## src/rtl/brc_pkg.sv

```systemverilog
// Shared types and sizing helpers for the sequential branch-compare unit.
package brc_pkg;

  typedef enum logic [1:0] {
    IDLE = 2'd0,
    CMP  = 2'd1,
    DONE = 2'd2
  } brc_state_e;

  function automatic int unsigned brc_nchunk(input int unsigned data_size,
                                             input int unsigned chunk);
    return data_size / chunk;
  endfunction

  // Chunk index width, never narrower than one bit.
  function automatic int unsigned brc_idx_w(input int unsigned nchunk);
    return (nchunk > 1) ? $clog2(nchunk) : 1;
  endfunction

endpackage

```

## src/rtl/brc_seq_unit_cmp.sv

```systemverilog
// Recursive unsigned magnitude comparator: splits the operands in halves
// and merges the equal/less results of the upper and lower parts.
module brc_seq_unit_cmp #(
  parameter int unsigned DATA_SIZE = 8
) (
  input  logic [DATA_SIZE-1:0] i_a,
  input  logic [DATA_SIZE-1:0] i_b,
  output logic                 o_equal,
  output logic                 o_less
);

  if (DATA_SIZE == 1) begin : g_leaf
    assign o_equal = (i_a == i_b);
    assign o_less  = ~i_a[0] & i_b[0];
  end else begin : g_split
    localparam int unsigned LO_W = DATA_SIZE / 2;
    localparam int unsigned HI_W = DATA_SIZE - LO_W;

    logic hi_equal;
    logic hi_less;
    logic lo_equal;
    logic lo_less;

    brc_seq_unit_cmp #(.DATA_SIZE(HI_W)) u_hi (
      .i_a     (i_a[DATA_SIZE-1:LO_W]),
      .i_b     (i_b[DATA_SIZE-1:LO_W]),
      .o_equal (hi_equal),
      .o_less  (hi_less)
    );

    brc_seq_unit_cmp #(.DATA_SIZE(LO_W)) u_lo (
      .i_a     (i_a[LO_W-1:0]),
      .i_b     (i_b[LO_W-1:0]),
      .o_equal (lo_equal),
      .o_less  (lo_less)
    );

    assign o_equal = hi_equal & lo_equal;
    assign o_less  = hi_less | (hi_equal & lo_less);
  end

endmodule

```

## src/rtl/brc_seq_unit.sv

```systemverilog
// Multi-cycle branch comparator: walks the operands MSB chunk first through
// one shared CHUNK-wide comparator and stops at the first unequal chunk.
module brc_seq_unit
  import brc_pkg::*;
#(
  parameter int unsigned DATA_SIZE = 32,
  parameter int unsigned CHUNK     = 8
) (
  input  logic                 i_clk,
  input  logic                 i_rst_n,
  input  logic                 i_req_valid,
  output logic                 o_req_ready,
  input  logic [DATA_SIZE-1:0] i_rs1_data,
  input  logic [DATA_SIZE-1:0] i_rs2_data,
  input  logic                 i_br_un,
  output logic                 o_rsp_valid,
  input  logic                 i_rsp_ready,
  output logic                 o_brc_equal,
  output logic                 o_brc_less,
  output logic                 o_busy
);

  localparam int unsigned NCHUNK = brc_nchunk(DATA_SIZE, CHUNK);
  localparam int unsigned IDX_W  = brc_idx_w(NCHUNK);

  if ((CHUNK == 0) || ((CHUNK & (CHUNK - 1)) != 0) || ((DATA_SIZE % CHUNK) != 0)) begin : g_bad_cfg
    $fatal(1, "brc_seq_unit: CHUNK must be a power of 2 dividing DATA_SIZE");
  end

  brc_state_e                        state;
  logic [IDX_W-1:0]                  idx;
  logic [NCHUNK-1:0][CHUNK-1:0]      rs1_q;
  logic [NCHUNK-1:0][CHUNK-1:0]      rs2_q;
  logic [CHUNK-1:0]                  chunk_a;
  logic [CHUNK-1:0]                  chunk_b;
  logic                              chunk_equal;
  logic                              chunk_less;
  logic [DATA_SIZE-1:0]              sign_flip;

  assign o_req_ready = (state == IDLE);

  // Flipping both MSBs maps signed order onto unsigned order.
  assign sign_flip = {~i_br_un, {(DATA_SIZE-1){1'b0}}};

  always_comb begin
    chunk_a = rs1_q[idx];
    chunk_b = rs2_q[idx];
  end

  brc_seq_unit_cmp #(.DATA_SIZE(CHUNK)) u_cmp (
    .i_a     (chunk_a),
    .i_b     (chunk_b),
    .o_equal (chunk_equal),
    .o_less  (chunk_less)
  );

  always_ff @(posedge i_clk or negedge i_rst_n) begin
    if (!i_rst_n) begin
      state       <= IDLE;
      idx         <= '0;
      rs1_q       <= '0;
      rs2_q       <= '0;
      o_rsp_valid <= 1'b0;
      o_brc_equal <= 1'b0;
      o_brc_less  <= 1'b0;
      o_busy      <= 1'b0;
    end else begin
      case (state)
        IDLE: begin
          if (i_req_valid) begin
            rs1_q  <= i_rs1_data ^ sign_flip;
            rs2_q  <= i_rs2_data ^ sign_flip;
            idx    <= IDX_W'(NCHUNK - 1);
            state  <= CMP;
            o_busy <= 1'b1;
          end
        end
        CMP: begin
          if (!chunk_equal) begin
            o_brc_equal <= 1'b0;
            o_brc_less  <= chunk_less;
            o_rsp_valid <= 1'b1;
            state       <= DONE;
          end else if (idx == '0) begin
            o_brc_equal <= 1'b1;
            o_brc_less  <= 1'b0;
            o_rsp_valid <= 1'b1;
            state       <= DONE;
          end else begin
            idx <= idx - IDX_W'(1);
          end
        end
        DONE: begin
          if (i_rsp_ready) begin
            o_rsp_valid <= 1'b0;
            o_busy      <= 1'b0;
            state       <= IDLE;
          end
        end
        default: begin
          state       <= IDLE;
          o_rsp_valid <= 1'b0;
          o_busy      <= 1'b0;
        end
      endcase
    end
  end

endmodule

```

## config.mk

```make
export PLATFORM = sky130hd
export DESIGN_NAME = brc_seq_unit
export DESIGN_NICKNAME = d
export VERILOG_FILES = /design/src/rtl/brc_pkg.sv /design/src/rtl/brc_seq_unit_cmp.sv /design/src/rtl/brc_seq_unit.sv
export SDC_FILE = /design/constraint.sdc
export NUM_CORES = 1
export LEC_CHECK = 0
export CAP_MARGIN = 20
export CORE_ASPECT_RATIO = 1.25
export CORE_MARGIN = 4
export CORE_UTILIZATION = 50
export DETAILED_ROUTE_END_ITERATION = 10
export GPL_ROUTABILITY_DRIVEN = 0
export HOLD_SLACK_MARGIN = 0.02
export PLACE_DENSITY = 0.79
export SLEW_MARGIN = 0
export SYNTH_ARGS = -nofsm -noshare
export SYNTH_HDL_FRONTEND = slang
export SYNTH_SLANG_ARGS = --single-unit
```

## constraint.sdc

```tcl
create_clock -name i_clk -period 5.55 [get_ports i_clk]
set_input_delay 1.11 -clock i_clk [delete_from_list [all_inputs] [get_ports i_clk]]
set_output_delay 1.11 -clock i_clk [all_outputs]
set_load 0.02 [all_outputs]
```

==> results.sh, run 1 <==
export IMPL_status="completed"
export IMPL_max_stage_delay_ns=0.72
export IMPL_first_pass_iters=4
export IMPL_io_pins=74
export IMPL_tns_ns=0
export IMPL_worstPathArrival_ns=3.02
export IMPL_cp_num_buf_inv=1
export IMPL_cts_sinks=72
export IMPL_slew_limit_headroom=0.395
export IMPL_cts_tree="yes"
export IMPL_hold_path_class="register to register"
export IMPL_viasPerCell=5.18
export IMPL_drt_drc_violations_left=0
export IMPL_gr_total_overflow=0
export IMPL_cts_resized=0
export IMPL_required_ns=5.74
export IMPL_power_leakage_uw=0.00183
export IMPL_synth_ff_type="dfrtp_1"
export IMPL_hold_viol_final=0
export IMPL_postCtsSetupBuffers=0
export IMPL_worst_pin_slew_ns=0.907
export IMPL_critPathLaunchType="register"
export IMPL_htree_levels=3
export IMPL_yosys_register_bits=72
export IMPL_switching_share=0.294
export IMPL_core_mm2=0.00652
export IMPL_syn2layout_area_growth_pct=29.5
export IMPL_drtIter0Drc=94
export IMPL_power_uw=2010
export IMPL_internal_power_uw=1420
export IMPL_root_buffer="clkbuf_8"
export IMPL_fin_crit_sh=0.510
export IMPL_dpl_hpwl_um=4410
export IMPL_slowest_stage="dfrtp_1"
export IMPL_placed_area_mm2=0.00412
export IMPL_detail_route_antenna_nets=0
export IMPL_synthesis_nets=299
export IMPL_drive_gt1_frac=0.248
export IMPL_setup_violations=0
export IMPL_rsz0062_at_grt="false"
export IMPL_cap_viol_max_count=0
export IMPL_p_clk_frac=0.188
export IMPL_ys_seq_area_frac=0.539
export IMPL_synth_area_per_cell_um2=15.1
export IMPL_antenna_found_initial=0
export IMPL_max_clock_path_buffers=2
export IMPL_wl_per_cell_um=16.3
export IMPL_nets=375
export IMPL_crit_type="register to register"
export IMPL_synthCells=221
export IMPL_dieArea_mm2=0.00807
export IMPL_end_kind="register"
export IMPL_p_comb_frac=0.359
export IMPL_port_buffers=73
export IMPL_start_util=0.512
export IMPL_path_cells="buf_16 -> mux4_2 -> ha_1 -> nand4_1 -> o21ai_1 -> a2111oi_0 -> a22oi_1"
export IMPL_antenna_cells=0
export IMPL_n_fill_cell=532
export IMPL_clkLatencyLatePin_ns=0.34
export IMPL_grt_pass1_wl_um=10300
export IMPL_placementRows=33
export IMPL_maxSlewViolCount=0
export IMPL_path_delay_family="flip-flops"
export IMPL_yosysWarnings=0
export IMPL_cts_hold_fix_buffers=0
export IMPL_p_sw_uw=592
export IMPL_clk_pin_slew_ns=0.07
export IMPL_cp_max_fo=12
export IMPL_vias=2016
export IMPL_final_util=0.664
export IMPL_cts_inserted_buffers=9
export IMPL_ys_async_sr_fraction=1.00
export IMPL_dp_cells=372
export IMPL_grt_pass1_vias=2205
export IMPL_final_cell_area_mm2=0.00433
export IMPL_vdd_drop_max_v=0.000273
export IMPL_max_freq_ghz=0.353
export IMPL_power_density_mw_per_mm2=465
export IMPL_routed_wl_um=6330
export IMPL_synth_edf_count=0
export IMPL_die_w_um=81.1
export IMPL_fin_skew_ns=0.00420
export IMPL_grt_max_degree=73
export IMPL_die_y_um=99.4
export IMPL_final_cell_count_no_fill=389
export IMPL_min_period_ns=2.83
export IMPL_track_usage=0.172
export IMPL_syn_cell_area_mm2=0.00334
export IMPL_ys_types=29
export IMPL_power_frac_seq=0.453
-- cells in the mapped netlist (all sizes together) (3+ instances only) --
library cell | n | area (µm²)
mux2 | 64 | 721
inv | 13 | 48.8
o21ai | 3 | 15.0
nand2 | 6 | 22.5
a21oi | 5 | 25.0
ha | 9 | 113
buf | 11 | 81.3
mux4 | 16 | 360
nor2 | 3 | 11.3
dfrtp | 72 | 1800
-- layout by cell type, fill, tap and decap left out, types with 5 or more instances in the layout --
cell              n
mux2_2           37
a21oi_1           5
mux4_2           16
dfrtp_1          72
inv_1            13
nand2_1           6
ha_1              9
mux2_1           27
clkbuf_8         12
clkdlybuf4s50_1  72
-- worst paths after layout --
path,slack [ns],cells past startpoint,start,end
max,2.72,7,idx[0],o_brc_less
max in group asynchronous,3.99,2,i_rst_n,rs2_q[0]
max reg2reg,2.72,7,idx[0],o_brc_less
min reg2reg,0.48,1,rs1_q[18],rs1_q[18]
min in group asynchronous,0.98,2,i_rst_n,rs2_q[4]
min,0.48,1,rs1_q[18],rs1_q[18]
-- worst reg2reg max path, stage by stage, from the launching register on --
cell       delay (ns)
dfrtp_1          0.72
buf_16           0.23
mux4_2           0.54
ha_1             0.33
nand4_1          0.17
o21ai_1          0.14
a2111oi_0        0.45
a22oi_1          0.12
-- power groups by stage --
stage          clock, µW  combinational (µW)  sequential (µW)
6_report             379                 723              911
5_1_grt              413                 803              944
4_1_cts              390                 730              913
3_5_place_dp           0                 722              923
3_3_place_gp           0                 699              908
2_1_floorplan          0                 551              883
-- layer usage --
layer | global-route usage | share of wire
met1 | 0.203 | 0.40
met2 | 0.297 | 0.54
met3 | 0.0417 | 0.035
met4 | 0.0728 | 0.021
met5 | 0 | 0
-- state kept, by name, summed over array words and instances, names as in the netlist --
signal and cells:
o_brc_less 1, o_rsp_valid 1, idx 2, state 2, rs1_q 32, rs2_q 32
o_brc_equal 1, o_busy 1
-- per-stage QoR --
stage                     worst slack, ns  hold slack (ns)
after global placement               2.51            0.464
after detailed placement             2.48            0.471
final                                2.72            0.484
after global routing                 2.55            0.497
after CTS                            2.45            0.487
after floorplan                      3.17            0.452
-- cells by family after synthesis --
group,after synthesis,share of synthesized area
compound gates,14,0.0262
fa+ha+maj,9,0.0337
xor+xnor,2,0.00524
buf+inv,24,0.0389
mux,80,0.323
flops,72,0.539
simple gates,20,0.0337
-- cell type report --
type / instances / area, µm² / area share
Inverter: 13 / 48.8 / 0.0113
Timing Repair Buffer: 76 / 768 / 0.177
Tap cell: 87 / 109 / 0.0251
Sequential cell: 72 / 1800 / 0.416
Multi-Input combinational cell: 125 / 1420 / 0.327
Clock inverter: 3 / 15.0 / 0.00347
Clock buffer: 13 / 169 / 0.0390
Power figures use the tool's default switching activity.
==> run 2: changes to the inputs <==
--- a/config.mk
+++ b/config.mk
@@ -8,11 +8,11 @@
 export CAP_MARGIN = 20
 export CORE_ASPECT_RATIO = 1.25
 export CORE_MARGIN = 4
-export CORE_UTILIZATION = 50
+export CORE_UTILIZATION = 45
 export DETAILED_ROUTE_END_ITERATION = 10
 export GPL_ROUTABILITY_DRIVEN = 0
 export HOLD_SLACK_MARGIN = 0.02
-export PLACE_DENSITY = 0.79
+export PLACE_DENSITY = 0.75
 export SLEW_MARGIN = 0
 export SYNTH_ARGS = -nofsm -noshare
 export SYNTH_HDL_FRONTEND = slang
==> constraint.sdc (replaced) <==
create_clock -name i_clk -period 2.58 [get_ports i_clk]
set_input_delay 0.516 -clock i_clk [delete_from_list [all_inputs] [get_ports i_clk]]
set_output_delay 0.516 -clock i_clk [all_outputs]
set_load 0.02 [all_outputs]
==> results.sh, run 2 (synthesis gave the netlist of run 1 again) <==
export IMPL_status="completed"
export IMPL_first_pass_iters=4
export IMPL_worstPathArrival_ns=2.59
export IMPL_end_kind="register"
export IMPL_routed_wl_um=6580
export IMPL_core_mm2=0.00710
export IMPL_placed_area_mm2=0.00420
export IMPL_r2r_end="o_brc_less"
export IMPL_drt_drc_violations_left=0
export IMPL_hold_viol_final=0
export IMPL_slowest_stage="mux4_2"
export IMPL_cts_sinks=72
export IMPL_grt_max_degree=42
export IMPL_htree_levels=3
export IMPL_path_delay_family="compound AO/OA/AOI/OAI gates"
export IMPL_die_w_um=85.1
export IMPL_io_pins=74
export IMPL_max_stage_delay_ns=0.52
export IMPL_final_cell_area_mm2=0.00437
export IMPL_hold_path_class="input pin to asynchronous set/reset pin"
export IMPL_reg2reg_setup_slack_ns=0.18
export IMPL_drive_gt1_frac=0.266
export IMPL_pre_cts_ws_ns=0.191
export IMPL_viasPerCell=5.24
export IMPL_cp_max_fo=6
export IMPL_vias=2085
export IMPL_die_y_um=104
export IMPL_path_cells="buf_4 -> mux4_2 -> inv_1 -> ha_1 -> nand4_1 -> o21ai_1 -> a2111oi_1 -> a22oi_1"
export IMPL_layout_common_cells="72 x dfrtp_1, 72 x clkdlybuf4s50_1, 37 x mux2_2, 27 x mux2_1, 16 x mux4_2"
export IMPL_gr_total_overflow=0
export IMPL_cts_inserted_buffers=9
export IMPL_drtIter0Drc=100
export IMPL_power_leakage_uw=0.00185
export IMPL_required_ns=2.78
export IMPL_power_uw=4360
export IMPL_placementRows=34
export IMPL_port_buffers=73
export IMPL_antenna_cells=0
export IMPL_track_usage=0.159
export IMPL_root_buffer="clkbuf_8"
export IMPL_grt_pass1_vias=2305
export IMPL_slew_limit_headroom=0.678
export IMPL_reg_largest_list="rs1_q (32), rs2_q (32)"
export IMPL_max_clock_path_buffers=2
export IMPL_power_density_mw_per_mm2=997
export IMPL_critPathLaunchType="register"
export IMPL_min_period_ns=2.40
export IMPL_maxSlewViolCount=0
export IMPL_crit_type="register to register"
export IMPL_dpl_hpwl_um=5120
export IMPL_fin_skew_ns=0.00569
export IMPL_antenna_found_initial=0
export IMPL_cp_num_cells=8
export IMPL_max_freq_ghz=0.417
export IMPL_worst_pin_slew_ns=0.480
export IMPL_cts_hold_fix_buffers=0
export IMPL_nets=381
export IMPL_final_cell_count_no_fill=398
export IMPL_fin_crit_sh=0.929
export IMPL_cts_tree="yes"
export IMPL_clk_pin_slew_ns=0.07
export IMPL_dp_cells=382
export IMPL_crit_reg2reg_launch="idx[0]"
export IMPL_syn2layout_area_growth_pct=30.8
export IMPL_vdd_drop_max_v=0.000510
export IMPL_finalWorstSetupSlack_ns=0.183
export IMPL_timing_hold_ws_ns=0.112
export IMPL_clkLatencyLatePin_ns=0.34
export IMPL_dieArea_mm2=0.00888
export IMPL_setup_violations=0
export IMPL_rsz0062_at_grt="true"
export IMPL_wl_per_cell_um=16.5
export IMPL_cap_viol_max_count=0
export IMPL_cp_num_buf_inv=2
export IMPL_start_util=0.471
export IMPL_detail_route_antenna_nets=0
export IMPL_rr_worst_depth=8
export IMPL_grt_pass1_wl_um=11000
-- run 2: cell count changes in the layout (fill, tap and decap cells not counted) --
cell,before,now
a2111oi_0,1,0
a2111oi_1,0,1
buf_12,0,2
buf_16,1,0
buf_4,2,7
clkbuf_1,1,0
clkbuf_8,12,10
clkinv_2,3,4
clkinvlp_4,0,2
-- run 2: worst max path at each step --
stage                            end  startpoint
after floorplan           o_brc_less      idx[0]
after global placement    o_brc_less      idx[0]
after detailed placement  o_brc_less      idx[0]
after CTS                 o_brc_less      idx[0]
after global routing      o_brc_less      idx[0]
final                     o_brc_less      idx[0]
-- run 2: where the power goes --
group          internal, µW  switching, µW  leakage [µW]
registers              1680            317      0.000836
clock network           368            414     0.0000878
logic                   975            608      0.000924
-- run 2: stage by stage --
step	setup TNS, ns	utilization
6_report	0	0.616
5_1_grt	-0.0816	0.616
4_1_cts	0	0.615
3_5_place_dp	0	0.591
3_3_place_gp	0	0.591
2_1_floorplan	0	-
-- run 2: worst reg2reg max path, stage by stage, from the launching register on --
cell       delay, ns
dfrtp_1         0.38
buf_4           0.20
mux4_2          0.52
inv_1           0.09
ha_1            0.24
nand4_1         0.18
o21ai_1         0.14
a2111oi_1       0.38
a22oi_1         0.13
-- run 2: layout make-up --
class                      instances  area (µm²)
fill                             559        2730
sequential                        72        1800
multi-input combinational        125        1420
timing repair buffer              82         818
clock buffer                      10         138
tap                               90         113
inverter                          13        48.8
clock inverter                     6        35.0
-- run 2: what timing repair did --
action	CTS	global route
setup endpoints to repair	0	3
resized for setup	0	1
setup buffers	0	0
-- run 2: layer usage --
metal  track usage  vias up  wire length (µm)
met2         0.271       47              3550
met5             0        -                 0
li1              -      973                 -
met4        0.0701        0               151
met3        0.0357       12               245
met1         0.192     1053              2640
